File: config.mk
export PLATFORM = sky130hd
export DESIGN_NAME = ldpc_frame_sequencer
export DESIGN_NICKNAME = d
export VERILOG_FILES = /design/src/rtl/ldpc_frame_sequencer.sv
export SDC_FILE = /design/constraint.sdc
export NUM_CORES = 1
export LEC_CHECK = 0
export ABC_CLOCK_PERIOD_IN_PS = 3400
export CAP_MARGIN = 10
export CORE_MARGIN = 2
export CORE_UTILIZATION = 40
export CTS_CLUSTER_DIAMETER = 150
export DETAILED_ROUTE_END_ITERATION = 10
export PLACE_DENSITY = 0.77
export SYNTH_ARGS = -nofsm -noshare
export SYNTH_HDL_FRONTEND = slang
export SYNTH_SLANG_ARGS = --single-unit
File: constraint.sdc
create_clock -name clk -period 3.4 [get_ports clk]
set_input_delay 0.51 -clock clk [delete_from_list [all_inputs] [get_ports clk]]
set_output_delay 0.51 -clock clk [all_outputs]
set_load 0.01 [all_outputs]
File: src/rtl/ldpc_frame_sequencer.sv
// Frame controller ahead of the LDPC decoder array: steers intrinsic words into
// PE memories, holds the decoder enabled for a fixed budget, then streams results.
module ldpc_frame_sequencer #(
   parameter int K             = 6,
   parameter int L             = 32,
   parameter int ADDR_WIDTH    = 5,
   parameter int MESSAGE_WIDTH = 5,
   parameter int MAX_ITER      = 8,
   parameter int ITER_CYCLES   = 64,
   parameter int READ_LAT      = 1
) (
   input  logic                     clk,
   input  logic                     rst_n,
   input  logic                     start,
   output logic                     busy,
   output logic                     done,
   input  logic                     in_valid,
   output logic                     in_ready,
   input  logic [MESSAGE_WIDTH-1:0] in_data,
   output logic                     en,
   output logic [K*K-1:0]           pe_select,
   output logic [K-1:0]             column_select,
   output logic [MESSAGE_WIDTH-1:0] int_in,
   output logic [ADDR_WIDTH-1:0]    load_add_in,
   output logic [ADDR_WIDTH-1:0]    read_add_in,
   input  logic [K*K-1:0]           dec_out_fin,
   output logic                     out_valid,
   input  logic                     out_ready,
   output logic [K*K-1:0]           out_data,
   output logic [ADDR_WIDTH-1:0]    out_addr
);

   localparam int NPE        = K * K;
   localparam int PW         = (NPE > 1) ? $clog2(NPE) : 1;
   localparam int CW         = (K > 1) ? $clog2(K) : 1;
   localparam int DEC_CYCLES = MAX_ITER * ITER_CYCLES;
   localparam int DW         = $clog2(DEC_CYCLES + 1);
   localparam int LW         = $clog2(READ_LAT + 1);

   localparam logic [PW-1:0]         P_LAST   = PW'(NPE - 1);
   localparam logic [CW-1:0]         ROW_LAST = CW'(K - 1);
   localparam logic [ADDR_WIDTH-1:0] A_LAST   = ADDR_WIDTH'(L - 1);
   localparam logic [DW-1:0]         DEC_LAST = DW'(DEC_CYCLES - 1);
   localparam logic [LW-1:0]         LAT_LAST = LW'(READ_LAT);
   localparam logic [NPE-1:0]        PE_ONE   = NPE'(1);
   localparam logic [K-1:0]          COL_ONE  = K'(1);

   typedef enum logic [2:0] {
      S_IDLE,
      S_LOAD,
      S_DECODE,
      S_RD_WAIT,
      S_RD_OUT
   } state_t;

   state_t                   state_q;
   logic [PW-1:0]            p_q;
   logic [CW-1:0]            row_q;
   logic [CW-1:0]            col_q;
   logic [ADDR_WIDTH-1:0]    a_q;
   logic [ADDR_WIDTH-1:0]    r_q;
   logic [DW-1:0]            cyc_q;
   logic [LW-1:0]            lat_q;
   logic                     busy_q;
   logic                     done_q;
   logic                     in_ready_q;
   logic                     en_q;
   logic [NPE-1:0]           pe_select_q;
   logic [K-1:0]             column_select_q;
   logic [MESSAGE_WIDTH-1:0] int_in_q;
   logic [ADDR_WIDTH-1:0]    load_add_in_q;
   logic [ADDR_WIDTH-1:0]    read_add_in_q;
   logic                     out_valid_q;
   logic [NPE-1:0]           out_data_q;
   logic [ADDR_WIDTH-1:0]    out_addr_q;
   logic                     accept_d;

   // in_ready_q is high exactly while in LOAD, so it doubles as the state qualifier.
   assign accept_d = in_valid && in_ready_q;

   always_ff @(posedge clk or negedge rst_n) begin
      if (!rst_n) begin
         state_q         <= S_IDLE;
         p_q             <= '0;
         row_q           <= '0;
         col_q           <= '0;
         a_q             <= '0;
         r_q             <= '0;
         cyc_q           <= '0;
         lat_q           <= '0;
         busy_q          <= 1'b0;
         done_q          <= 1'b0;
         in_ready_q      <= 1'b0;
         en_q            <= 1'b0;
         pe_select_q     <= '0;
         column_select_q <= '0;
         int_in_q        <= '0;
         load_add_in_q   <= '0;
         read_add_in_q   <= '0;
         out_valid_q     <= 1'b0;
         out_data_q      <= '0;
         out_addr_q      <= '0;
      end else begin
         pe_select_q     <= '0;
         column_select_q <= '0;
         done_q          <= 1'b0;
         unique case (state_q)
            S_IDLE: begin
               if (start) begin
                  state_q    <= S_LOAD;
                  busy_q     <= 1'b1;
                  in_ready_q <= 1'b1;
                  p_q        <= '0;
                  row_q      <= '0;
                  col_q      <= '0;
                  a_q        <= '0;
               end
            end
            S_LOAD: begin
               if (accept_d) begin
                  pe_select_q     <= PE_ONE << p_q;
                  column_select_q <= COL_ONE << col_q;
                  load_add_in_q   <= a_q;
                  int_in_q        <= in_data;
                  if (a_q == A_LAST) begin
                     a_q <= '0;
                     if (p_q == P_LAST) begin
                        state_q    <= S_DECODE;
                        in_ready_q <= 1'b0;
                        cyc_q      <= '0;
                     end else begin
                        p_q <= p_q + 1'b1;
                        // row/col track p without a divider: p = row + col*K
                        if (row_q == ROW_LAST) begin
                           row_q <= '0;
                           col_q <= col_q + 1'b1;
                        end else begin
                           row_q <= row_q + 1'b1;
                        end
                     end
                  end else begin
                     a_q <= a_q + 1'b1;
                  end
               end
            end
            S_DECODE: begin
               // First DECODE cycle carries the final write pulse with en still low.
               if (!en_q) begin
                  en_q <= 1'b1;
               end else if (cyc_q == DEC_LAST) begin
                  en_q          <= 1'b0;
                  state_q       <= S_RD_WAIT;
                  r_q           <= '0;
                  read_add_in_q <= '0;
                  lat_q         <= '0;
               end else begin
                  cyc_q <= cyc_q + 1'b1;
               end
            end
            S_RD_WAIT: begin
               if (lat_q == LAT_LAST) begin
                  out_data_q  <= dec_out_fin;
                  out_addr_q  <= r_q;
                  out_valid_q <= 1'b1;
                  state_q     <= S_RD_OUT;
               end else begin
                  lat_q <= lat_q + 1'b1;
               end
            end
            S_RD_OUT: begin
               if (out_ready) begin
                  out_valid_q <= 1'b0;
                  if (r_q == A_LAST) begin
                     done_q  <= 1'b1;
                     busy_q  <= 1'b0;
                     state_q <= S_IDLE;
                  end else begin
                     r_q           <= r_q + 1'b1;
                     read_add_in_q <= r_q + 1'b1;
                     lat_q         <= '0;
                     state_q       <= S_RD_WAIT;
                  end
               end
            end
            default: state_q <= S_IDLE;
         endcase
      end
   end

   assign busy          = busy_q;
   assign done          = done_q;
   assign in_ready      = in_ready_q;
   assign en            = en_q;
   assign pe_select     = pe_select_q;
   assign column_select = column_select_q;
   assign int_in        = int_in_q;
   assign load_add_in   = load_add_in_q;
   assign read_add_in   = read_add_in_q;
   assign out_valid     = out_valid_q;
   assign out_data      = out_data_q;
   assign out_addr      = out_addr_q;

endmodule
Word-level counts from Yosys, hierarchy flattened
Index checks and enable logic that the tools add are counted.
{"block": "word_totals", "ff_bits": 134, "output_inout_bits": 103, "elab_cells": 137}
{"block": "op_classes", "n_addsub": 7, "n_eq_ne": 22, "shifts": 2, "mux": 67, "reduce_logical": 20}
{"cell": "$mux W36", "count": 2}
{"cell": "$mux W3", "count": 17}
{"cell": "$mux W10", "count": 5}
{"cell": "$mux W6", "count": 6}
{"cell": "$shl A1 B6 Y36 const A", "count": 1}
{"cell": "$mux W5", "count": 7}
{"cell": "$ne A2 B2 Y1 const B", "count": 13}
{"cell": "$pmux W10 S2", "count": 1}
{"cell": "$pmux W5 S2", "count": 2}
{"cell": "$reduce_and A5 Y1", "count": 4}
{"cell": "$mux W1", "count": 18}
{"cell": "$pmux W3 S5", "count": 1}
{"cell": "$pmux W3 S2", "count": 2}
{"cell": "$pmux W6 S2", "count": 1}
{"cell": "$reduce_and A6 Y1", "count": 2}
{"cell": "$add A10 B1 Y10 const B", "count": 1}
{"cell": "$add A5 B1 Y5 const B", "count": 2}
{"cell": "$eq A10 B9 Y1 const B", "count": 1}
{"cell": "$eq A5 B5 Y1 const B", "count": 2}
{"cell": "$reduce_bool A2 Y1", "count": 5}
{"cell": "$reduce_and A8 Y1", "count": 1}
{"cell": "$add A3 B1 Y3 const B", "count": 2}
{"cell": "$add A6 B1 Y6 const B", "count": 1}
{"cell": "$eq A3 B2 Y1 const B", "count": 2}
{"cell": "other kinds (14)", "count": 19}

Logic depth before layout (Yosys ltp)
Gate-level depths: netlist of the first run.
{"block": "depth", "depth_word": 6, "depth_mapped": 7, "mapped_depth_nobuf": 7}

Least setup slack after synthesis of the first run
No wires, ideal clock.
{"block": "synth_path", "kind": "reg2reg", "start": "reg a_q[0]", "end": "reg col_q[0]", "t_arrival_ns": 1.886, "required_time_ns": 3.275, "path_slack_ns": 1.390, "path_stages_with_launch": 8, "n_path_buf": 0, "path_cell_list": "dfrtp_1 > ha_1 > and3_1 > ha_1 > nand4_1 > nand3b_1 > o21ai_1 > mux2_2"}
{"block": "synth_via", "elab_chain_len": 3}
{"element": "from (decl)", "line": "60", "text": "logic [ADDR_WIDTH-1:0] a_q;"}
{"element": "from (signal assigned)", "line": "142", "text": "a_q <= a_q + 1'b1;"}
{"element": "$eq A5 B5 Y1", "line": "125", "text": "if (a_q == A_LAST) begin"}
{"element": "$ne A2 B2 Y1 (no line)"}
{"element": "$reduce_and A6 Y1 (no line)"}
{"element": "to (signal assigned)", "line": "136", "text": "col_q <= col_q + 1'b1;"}
{"element": "to (decl)", "line": "59", "text": "logic [CW-1:0] col_q;"}
Every way passes these cells.
A chain may end at the register's enable or synchronous reset.

Worst setup path after layout of the first run
Ends and elaborated chain as after synthesis.

==> impl_metrics.tcl, run 1 <==
set metrics [dict create \
    status "finished clean" \
    worst_pin_slew_ps 981.1 \
    p_leak_nw 3.551 \
    worst-path-max-fanout 9 \
    n_fill_cell 1138 \
    clkTransAtPathRegs_ps 60 \
    cp_top_family "simple AND/OR/NAND/NOR gates" \
    postSynth.asyncResetShare_pct 100.0 \
    cts_buffer_depth 2 \
    powerDensity_nw_per_um2 764.1 \
    dr.pass1.iters 5 \
    slew_viol_final 0 \
    slew_headroom_pct 34.36 \
    die-area_um2 15300 \
    hpwl_um 8912 \
    cts_setup_buffers 0 \
    htreeDepth 4 \
    post-route-period-util_pct 68.00 \
    cp.depth 7 \
    ys_top_cells_by_area "dfrtp_1 (59%), mux2_2 (11%), ha_1 (3.5%), nor2_1 (3.0%), nand2_1 (2.3%)" \
    grt_pass1_wl_um 20780 \
    grt_overflow 0 \
    ir_worst_vdd_mv 0.3756 \
    cts_made_buffers 17 \
    maxCapViolations 0 \
    placementRows 43 \
    layout-drive-gt1-share_pct 16.17 \
    yosysTopAreaCell "dfrtp_1" \
    initial_core_util_pct 41.12 \
    cp-start-kind "flop" \
    cp-startpoint "a_q[0]$_DFFE_PN0P_" \
    cts_tree "done" \
    numPortBuffers 148 \
    fmax_mhz 432.5 \
    wirelength_um 12900 \
    die_h_um 123.7 \
    vias_per_cell 5.164 \
    nNetsFinal 687 \
    finalHoldViolCount 0 \
    postCtsResizedCells 0 \
    crit_type "flop to flop" \
    placeableCoreArea_um2 13930 \
    final-seq-area_um2 3353 \
    seq_area_frac_synth_pct 58.52 \
    syn_to_final_growth_pct 39.13 \
    post_drt_wl_per_cell_um 15.79 \
    synth_cells 473 \
    ys_seq_elements 134 \
    track_usage_pct 17.35 \
    cp.buffers_inverters 0 \
    r2r_end "col_q[0]$_DFFE_PN0P_" \
    r2r_start "a_q[0]$_DFFE_PN0P_" \
    cpMostUsedCell "ha_1" \
    via_count 4219 \
    synth_top_area_share_pct 58.52 \
    hold_buffers 1 \
    ant_nets 0 \
    synth_edf_count 0 \
    slowest_delay_ps 420 \
    diodes 0 \
    die_w_um 123.7 \
    grt_pass1_vias 4240 \
    gp_congestion 0.8611 \
    fin_hold_ws_ps 436.9 \
    synthesis.area_um2 5730 \
    fin_skew_ps 8.869 \
    route.detailed.drc 0 \
    hold_path.class "input port to async pin" \
    synthesis.nets 535 \
    rsz0062_at_grt "no" \
    clkSinkCount 134 \
    syn_avg_cell_area_um2 12.12 \
    io-pin-count 149 \
    setup_tns_ps 0 \
    r2r_cells 7 \
    worst_path_max_delay_cell "dfrtp_1" \
    setup_viol 0 \
    cp-endpoint "col_q[0]$_DFFE_PN0P_" \
    grt_max_degree 130 \
    multiInputGateArea_um2 2225 \
    clock_latency_ps 420 \
    fin_crit_ps 2312 \
    drtIter0Drc 209 \
    crit_chain "ha_1 -> and3_1 -> ha_1 -> nand4_1 -> nand3b_1 -> o21ai_1 -> mux2_2" \
    cp-end-kind "flop" \
    worstPathRequired_ps 3700 \
    yosysUniqueCellTypes 60 \
    rrSetupSlack_ps 1090 \
    synthFlopType "dfrtp_1" \
    cts-root-buf "clkbuf_16" \
    ys_warn_count 0 \
    antenna_found_initial 0 \
    worstPathArrival_ps 2610 \
]
per-stage QoR:
stage | worst slack [ps] | std cells | util, % | power, mW | area, um2
2_1_floorplan | 1390 | 473 | - | 3.358 | 5731
3_3_place_gp | 1142 | 785 | 52.99 | 4.238 | 7385
3_5_place_dp | 1094 | 785 | 52.99 | 4.339 | 7385
4_1_cts | 1101 | 817 | 57.21 | 6.145 | 7973
5_1_grt | 900.3 | 817 | 57.21 | 6.450 | 7973
6_report | 1088 | 817 | 57.21 | 6.092 | 7973
cell usage after synthesis (2+ instances only):
cell	count
ha_1	16
nor3_1	7
dfrtp_1	134
nor2_1	46
nand2_1	35
o21ai_0	17
o31ai_1	2
nand4_1	3
a2bb2oi_1	2
nor3b_1	6
nor2b_1	5
inv_1	18
mux2i_1	6
nor4_2	2
mux2_2	55
or3_1	4
a21o_1	5
or4_1	2
buf_2	12
or2_2	2
nand3b_1	4
a22o_1	6
nand2b_1	4
o211ai_1	6
o31a_1	2
a31oi_1	2
clkbuf_1	3
and3_1	18
nor4_1	2
a21oi_1	6
buf_1	3
nand3_1	10
power by group:
group          total, mW  internal [mW]  switching (mW)
registers           2.37           2.02           0.349
clock network       1.78           1.08           0.700
logic               1.94           1.09           0.854
total               6.09           4.19            1.90
worst reg2reg max path, cell delays in order, from the launching register on:
cell and delay, ps:
dfrtp_1 420, ha_1 260, and3_1 210, ha_1 260
nand4_1 140, nand3b_1 260, o21ai_1 280, mux2_2 380
worst min-delay path by stage:
| stage | start | end | slack (ps) | cells past startpoint |
|---|---|---|---|---|
| floorplan | rst_n | a_q[0]$_DFFE_PN0P_ | 210 | 0 |
| global placement | rst_n | int_in[0]$_DFFE_PN0P_ | 320 | 1 |
| detailed placement | rst_n | int_in[0]$_DFFE_PN0P_ | 330 | 1 |
| CTS | rst_n | int_in[0]$_DFFE_PN0P_ | 430 | 2 |
| global route | rst_n | int_in[0]$_DFFE_PN0P_ | 460 | 2 |
| finish | rst_n | int_in[0]$_DFFE_PN0P_ | 440 | 2 |
flip-flops by register name, summed over array words and instances, names as in the netlist:
name / flops
column_select: 6
out_valid: 1
row_q: 3
in_ready: 1
busy: 1
lat_q: 1
col_q: 3
state_q: 3
a_q: 5
out_addr: 5
p_q: 6
cyc_q: 10
en: 1
read_add_in: 5
int_in: 5
out_data: 36
done: 1
pe_select: 36
load_add_in: 5
area by class of cell:
type                    count  share of cell area, %
flip-flops and latches    134                  42.06
multi-input cells         302                  27.90
repair buffers            152                  19.11
clock buffers              17                  5.336
well taps                 180                  2.825
clock inverters            14                  1.915
inverters                  18                 0.8475
cell families after synthesis:
family          count (synthesis)  synth area share (%)
compound gates                 67                 8.734
fa+ha+maj                      16                 3.493
buf+inv                        37                 2.707
flops                         134                 58.52
mux                            61                 11.86
simple gates                  158                 14.69
cell usage in the layout (no fill, tap or decap), types with 2 or more instances in the layout:
cell,n
a21o_1,5
a21oi_1,6
a22o_1,6
a2bb2oi_1,2
a31oi_1,2
and3_1,18
buf_4,3
bufinv_16,2
clkbuf_16,17
clkdlybuf4s50_1,147
clkinv_2,2
clkinv_4,3
clkinvlp_4,4
dfrtp_1,134
ha_1,16
inv_1,18
inv_6,3
mux2_2,55
mux2i_1,6
nand2_1,34
nand2b_1,4
nand3_1,10
nand3b_1,4
nand4_1,3
nor2_1,46
nor2b_1,5
nor3_1,7
nor3b_1,6
nor4_1,2
nor4_2,2
o211ai_1,6
o21ai_0,17
o31a_1,2
o31ai_1,2
or2_2,2
or3_1,4
or4_1,2
routing by layer:
layer / track usage [%] / wire [um] / vias up / share of wire, %
li1: - / - / 1984 / -
met5: 0 / 0 / - / 0
met4: 5.611 / 148 / 0 / 1.1
met1: 21.97 / 5423 / 2068 / 42
met3: 4.808 / 793 / 16 / 6.1
met2: 28.81 / 6536 / 151 / 51
(Power assumes the default switching activity.)
==> run 2, diff against run 1 <==
--- a/config.mk
+++ b/config.mk
@@ -5,7 +5,7 @@
 export SDC_FILE = /design/constraint.sdc
 export NUM_CORES = 1
 export LEC_CHECK = 0
-export ABC_CLOCK_PERIOD_IN_PS = 3400
+export ABC_CLOCK_PERIOD_IN_PS = 2300
 export CAP_MARGIN = 10
 export CORE_MARGIN = 2
 export CORE_UTILIZATION = 40
==> constraint.sdc (replaced) <==
create_clock -name clk -period 2.3 [get_ports clk]
set_input_delay 0.345 -clock clk [delete_from_list [all_inputs] [get_ports clk]]
set_output_delay 0.345 -clock clk [all_outputs]
set_load 0.01 [all_outputs]
==> run 2 against run 1 <==
Hold slack worse by 410 ps. Sequential share of layout area is 0.89 points lower. Clock power is 58% higher. Core utilization is 1.2 points higher. Cell area is 2.2% higher. Largest power group unchanged. Global-route usage is 0.28 points higher. Largest cell class unchanged. Combinational power is 57% higher. Highest routed layer unchanged. Die area stayed put. Critical path depth is 1 higher. Power is 53% higher.
==> impl_metrics.tcl, run 2 (synthesis results as in run 1) <==
set metrics [dict create \
    status "finished clean" \
    placementRows 43 \
    cp-end-kind "flop" \
    setup_viol 0 \
    gp_congestion 0.8609 \
    hold_buffers 0 \
    cts_made_buffers 17 \
    cp-start-kind "flop" \
    post-route-period-util_pct 90.73 \
    rsz0062_at_grt "no" \
    p_leak_nw 3.651 \
    grt_overflow 0 \
    htreeDepth 4 \
    initial_core_util_pct 41.12 \
    slowest_delay_ps 400 \
    nNetsFinal 703 \
    layout-drive-gt1-share_pct 18.65 \
    antenna_found_initial 0 \
    ant_nets 0 \
    die-area_um2 15300 \
    fin_crit_ps 2087 \
    numPortBuffers 148 \
    slew_headroom_pct 52.85 \
    ir_worst_vdd_mv 0.6928 \
    worst_pin_slew_ps 707.2 \
    fin_skew_ps 7.205 \
    via_count 4288 \
    fin_hold_ws_ps 28.88 \
    clkTransAtPathRegs_ps 60 \
    syn_to_final_growth_pct 42.14 \
    grt_pass1_vias 4322 \
    cts_setup_buffers 0 \
    grt_max_degree 135 \
    worstPathArrival_ps 2400 \
    die_w_um 123.7 \
    fin_ws_ps 213.3 \
    worst-path-max-fanout 6 \
    finalHoldViolCount 0 \
    worstPathRequired_ps 2610 \
    crit_chain "ha_1 -> and3_1 -> ha_2 -> nand4_1 -> nor3b_1 -> buf_4 -> or3_1 -> a21o_1" \
    post_drt_wl_per_cell_um 15.42 \
    grt_pass1_wl_um 21010 \
    crit_type "flop to flop" \
    pre_cts_ws_ps 205.7 \
    route.detailed.drc 0 \
    setup_tns_ps 0 \
    cts_buffer_depth 2 \
    dr.pass1.iters 4 \
    dp.cells 802 \
    wirelength_um 12860 \
    clock_latency_ps 420 \
    final_cell_mix "clkdlybuf4s50_1 (147), dfrtp_1 (134), mux2_2 (55), nor2_1 (46), nand2_1 (34)" \
    clkSinkCount 134 \
    worst_path_max_delay_cell "dfrtp_1" \
    drtIter0Drc 243 \
    powerDensity_nw_per_um2 1146 \
    n_fill_cell 1090 \
    cts-root-buf "clkbuf_16" \
    hpwl_um 9013 \
    diodes 0 \
    cts_tree "done" \
    hold_path.class "input port to async pin" \
    die_h_um 123.7 \
    io-pin-count 149 \
    instances_no_fill 834 \
    track_usage_pct 17.63 \
    fmax_mhz 479.2 \
    slew_viol_final 0 \
    placeableCoreArea_um2 13930 \
    maxCapViolations 0 \
    vias_per_cell 5.141 \
    layout_commonest_cell "clkdlybuf4s50_1" \
]
-- run 2: changes by cell type in the layout (fill, tap and decap cells not counted), sizes merged --
cell         before  now
dlygate4sd3       1    0
clkinv            5    2
inv              21   24
bufinv            2    3
buf               4   21
-- run 2: cell type report --
type	instances	area (um2)	area share, %
clock buffer	17	425.4	5.223
clock inverter	15	192.7	2.366
inverter	18	67.56	0.8295
multi-input combinational	302	2227	27.34
sequential	134	3353	41.17
tap	180	225.2	2.765
timing repair buffer	168	1654	20.31
-- run 2: power by group --
part	switching, mW	leakage, nW	internal [mW]
clock	1.09	0.289	1.73
combinational	1.31	1.63	1.74
sequential	0.481	1.73	2.99
-- run 2: layer usage --
layer / global-route usage (%) / share of wire [%]
met4: 4.688 / 0.75
met5: 0 / 0
met2: 28.88 / 50
met1: 22.44 / 43
met3: 5.907 / 6.8
-- run 2: path summary, 6_finish.rpt --
| kind | from | end | slack [ps] | cells after the start |
|---|---|---|---|---|
| worst max-delay path | a_q[0]$_DFFE_PN0P_ | in_ready$_DFFE_PN0P_ | 210 | 8 |
| worst min-delay path | rst_n | pe_select[28]$_DFF_PN0_ | 30 | 2 |
| worst max register to register | a_q[0]$_DFFE_PN0P_ | in_ready$_DFFE_PN0P_ | 210 | 8 |
| worst min register to register | out_valid$_DFFE_PN0P_ | out_valid$_DFFE_PN0P_ | 490 | 2 |
| max in group asynchronous | rst_n | pe_select[34]$_DFF_PN0_ | 1730 | 2 |
| min in group clk | out_valid$_DFFE_PN0P_ | out_valid$_DFFE_PN0P_ | 490 | 2 |
-- run 2: stage by stage --
stage / instance area, um2 / power, mW / util [%]
floorplan: 5731 / 4.963 / -
global route: 8145 / 9.890 / 58.45
CTS: 8143 / 9.425 / 58.44
finish: 8145 / 9.333 / 58.45
global placement: 7525 / 6.450 / 54.00
detailed placement: 7525 / 6.563 / 54.00
-- run 2: worst max-delay path: cells and delay by family, from the launching register on --
kind	cells	cell delay, ps
AND/OR/NAND/NOR	4	800
AO/OA/AOI/OAI	1	180
flip-flops	1	400
buffers and inverters	1	150
adder cells (fa/ha/maj)	2	450
-- run 2: what timing repair did --
action / in CTS / in global routing
setup endpoints to repair: 0 / 2
endpoints found under the hold margin: 0 / 0
resized for setup: 0 / 1
==> run 3, diff against run 2 <==
--- a/config.mk
+++ b/config.mk
@@ -9,9 +9,10 @@
 export CAP_MARGIN = 10
 export CORE_MARGIN = 2
 export CORE_UTILIZATION = 40
-export CTS_CLUSTER_DIAMETER = 150
+export CTS_CLUSTER_DIAMETER = 60
 export DETAILED_ROUTE_END_ITERATION = 10
-export PLACE_DENSITY = 0.77
+export DONT_BUFFER_PORTS = 1
+export PLACE_DENSITY = 0.63
 export SYNTH_ARGS = -nofsm -noshare
 export SYNTH_HDL_FRONTEND = slang
 export SYNTH_SLANG_ARGS = --single-unit
==> run 3 against run 2 <==
The flow now finishes with violations (hold timing). Maximum frequency is 1.9% lower. Register-to-register slack worse by 40 ps. Clock power grew 4%. Combinational power down 44%. Via count fell by 14%. Non-clock buffer count down 153. Count of clock-buffer cells in the layout increased by 5. First-iteration DRC count fell by 25%. Power fell by 10%. Die area did not move.
==> impl_metrics.tcl, run 3 (synthesis results as in run 1) <==
set metrics [dict create \
    grt_max_degree 135 \
    cts-root-buf "clkbuf_16" \
    die_h_um 123.7 \
    grt_overflow 0 \
    cts_made_buffers 17 \
    gp_congestion 0.7768 \
    worstPathRequired_ps 2610 \
    clkSinkCount 134 \
    cp-start-kind "flop" \
    total_power_mw 8.392 \
    numPortBuffers 0 \
    powerDensity_nw_per_um2 1264 \
    clock_latency_ps 410 \
    p_leak_nw 3.096 \
    via_count 3694 \
    initial_core_util_pct 41.12 \
    hpwl_um 8132 \
    p_int_mw 5.856 \
    finalInstanceArea_um2 6641 \
    slew_viol_final 0 \
    post-route-period-util_pct 92.48 \
    pre_cts_ws_ps 183.4 \
    setup_tns_ps 0 \
    cp-end-kind "flop" \
    rsz0062_at_grt "no" \
    die_w_um 123.7 \
    cts_setup_buffers 0 \
    dp.cells 649 \
    placementRows 43 \
    fmax_mhz 470.1 \
    layout-drive-gt1-share_pct 22.24 \
    crit_type "flop to flop" \
    place_area_um2 5996 \
    slew_headroom_pct 58.22 \
    combPwrFrac_pct 20.2 \
    grt_pass1_vias 3828 \
    p_sw_mw 2.536 \
    violations "hold timing" \
    power_frac_seq_pct 44.8 \
    dr.pass1.iters 4 \
    post_drt_wl_per_cell_um 17.26 \
    fin_ws_ps 173.0 \
    n_fill_cell 1252 \
    power_frac_clock_pct 35.0 \
    cts_buffer_depth 2 \
    fin_crit_ps 2127 \
    diodes 0 \
    die-area_um2 15300 \
    hold_path.class "input port to async pin" \
    instances_no_fill 679 \
    worst-path-max-fanout 6 \
    worst_pin_slew_ps 620.2 \
    fin_skew_ps 14.63 \
    switching_share_pct 30.22 \
    final_cell_mix "dfrtp_1 (134), mux2_2 (55), nor2_1 (46), nand2_1 (34)" \
    cts_tree "done" \
    ant_nets 0 \
    io-pin-count 149 \
    multiInputGateArea_um2 2225 \
    layout_commonest_cell "dfrtp_1" \
    route.detailed.drc 0 \
    fin_hold_ws_ps -358.3 \
    final_util_pct 47.66 \
    placeableCoreArea_um2 13930 \
    wirelength_um 11720 \
    status "finished with violations" \
    nNetsFinal 550 \
    antenna_found_initial 0 \
    clkTransAtPathRegs_ps 60 \
    worstPathArrival_ps 2430 \
    grt_pass1_wl_um 18680 \
    syn_to_final_growth_pct 15.90 \
    htreeDepth 4 \
    ir_worst_vdd_mv 0.5673 \
    maxCapViolations 0 \
    finalHoldViolCount 134 \
    vias_per_cell 5.440 \
    track_usage_pct 15.79 \
    setup_viol 0 \
    drtIter0Drc 182 \
    final-seq-area_um2 3353 \
    r2r_cells 8 \
]
## run 3: cell count changes in the layout (fill, tap and decap cells not counted), moves of 2 or more
cell,previous run,this run
bufinv_16,3,5
clkbuf_1,0,2
buf_4,19,14
clkbuf_8,0,3
inv_6,5,0
clkinvlp_4,4,1
clkdlybuf4s50_1,147,0
## run 3: final cells by class
type                       count  area share, %
sequential                   134          50.49
multi-input combinational    302          33.50
clock buffer                  22          7.140
tap                          180          3.391
clock inverter                 8          2.581
timing repair buffer          15          1.884
inverter                      18          1.017
## run 3: worst paths after layout
path,startpoint,to,slack [ps]
setup / recovery,a_q[0]$_DFFE_PN0P_,in_ready$_DFFE_PN0P_,170
hold / removal,rst_n,row_q[1]$_DFFE_PN0P_,-360
setup reg to reg,a_q[0]$_DFFE_PN0P_,in_ready$_DFFE_PN0P_,170
hold reg to reg,cyc_q[0]$_DFFE_PN0P_,cyc_q[0]$_DFFE_PN0P_,510
max in group asynchronous,rst_n,cyc_q[8]$_DFFE_PN0P_,2390
min in group clk,dec_out_fin[4],out_data[4]$_DFFE_PN0P_,80
## run 3: power by group through the flow
stage                     logic, mW  registers [mW]  clock network [mW]
after global placement         1.64            3.78                   0
final                          1.70            3.76                2.94
after global routing           1.92            3.85                3.13
after floorplan                1.36            3.60                   0
after detailed placement       1.71            3.80                   0
after CTS                      1.71            3.77                3.00
## run 3: critical path, cell delays in order (launching register included)
cell,delay [ps]
dfrtp_1,400
ha_1,200
and3_1,160
ha_1,260
nand4_1,140
nor3b_1,170
buf_4,150
or3_1,340
a21o_1,190
## run 3: timing repair
action / 4_1_cts / 5_1_grt
gates resized for setup: 0 / 0
setup endpoints to repair: 0 / 0
hold endpoints to repair: 134 / 134
## run 3: per-layer routing
layer  up-vias  GRT usage (%)  routed length (um)
li1       1713              -                   -
met1      1863          20.01                4945
met2       101          24.48                5904
met3        17          5.403                 673
met4         0          7.031                 197
met5         -              0                   0
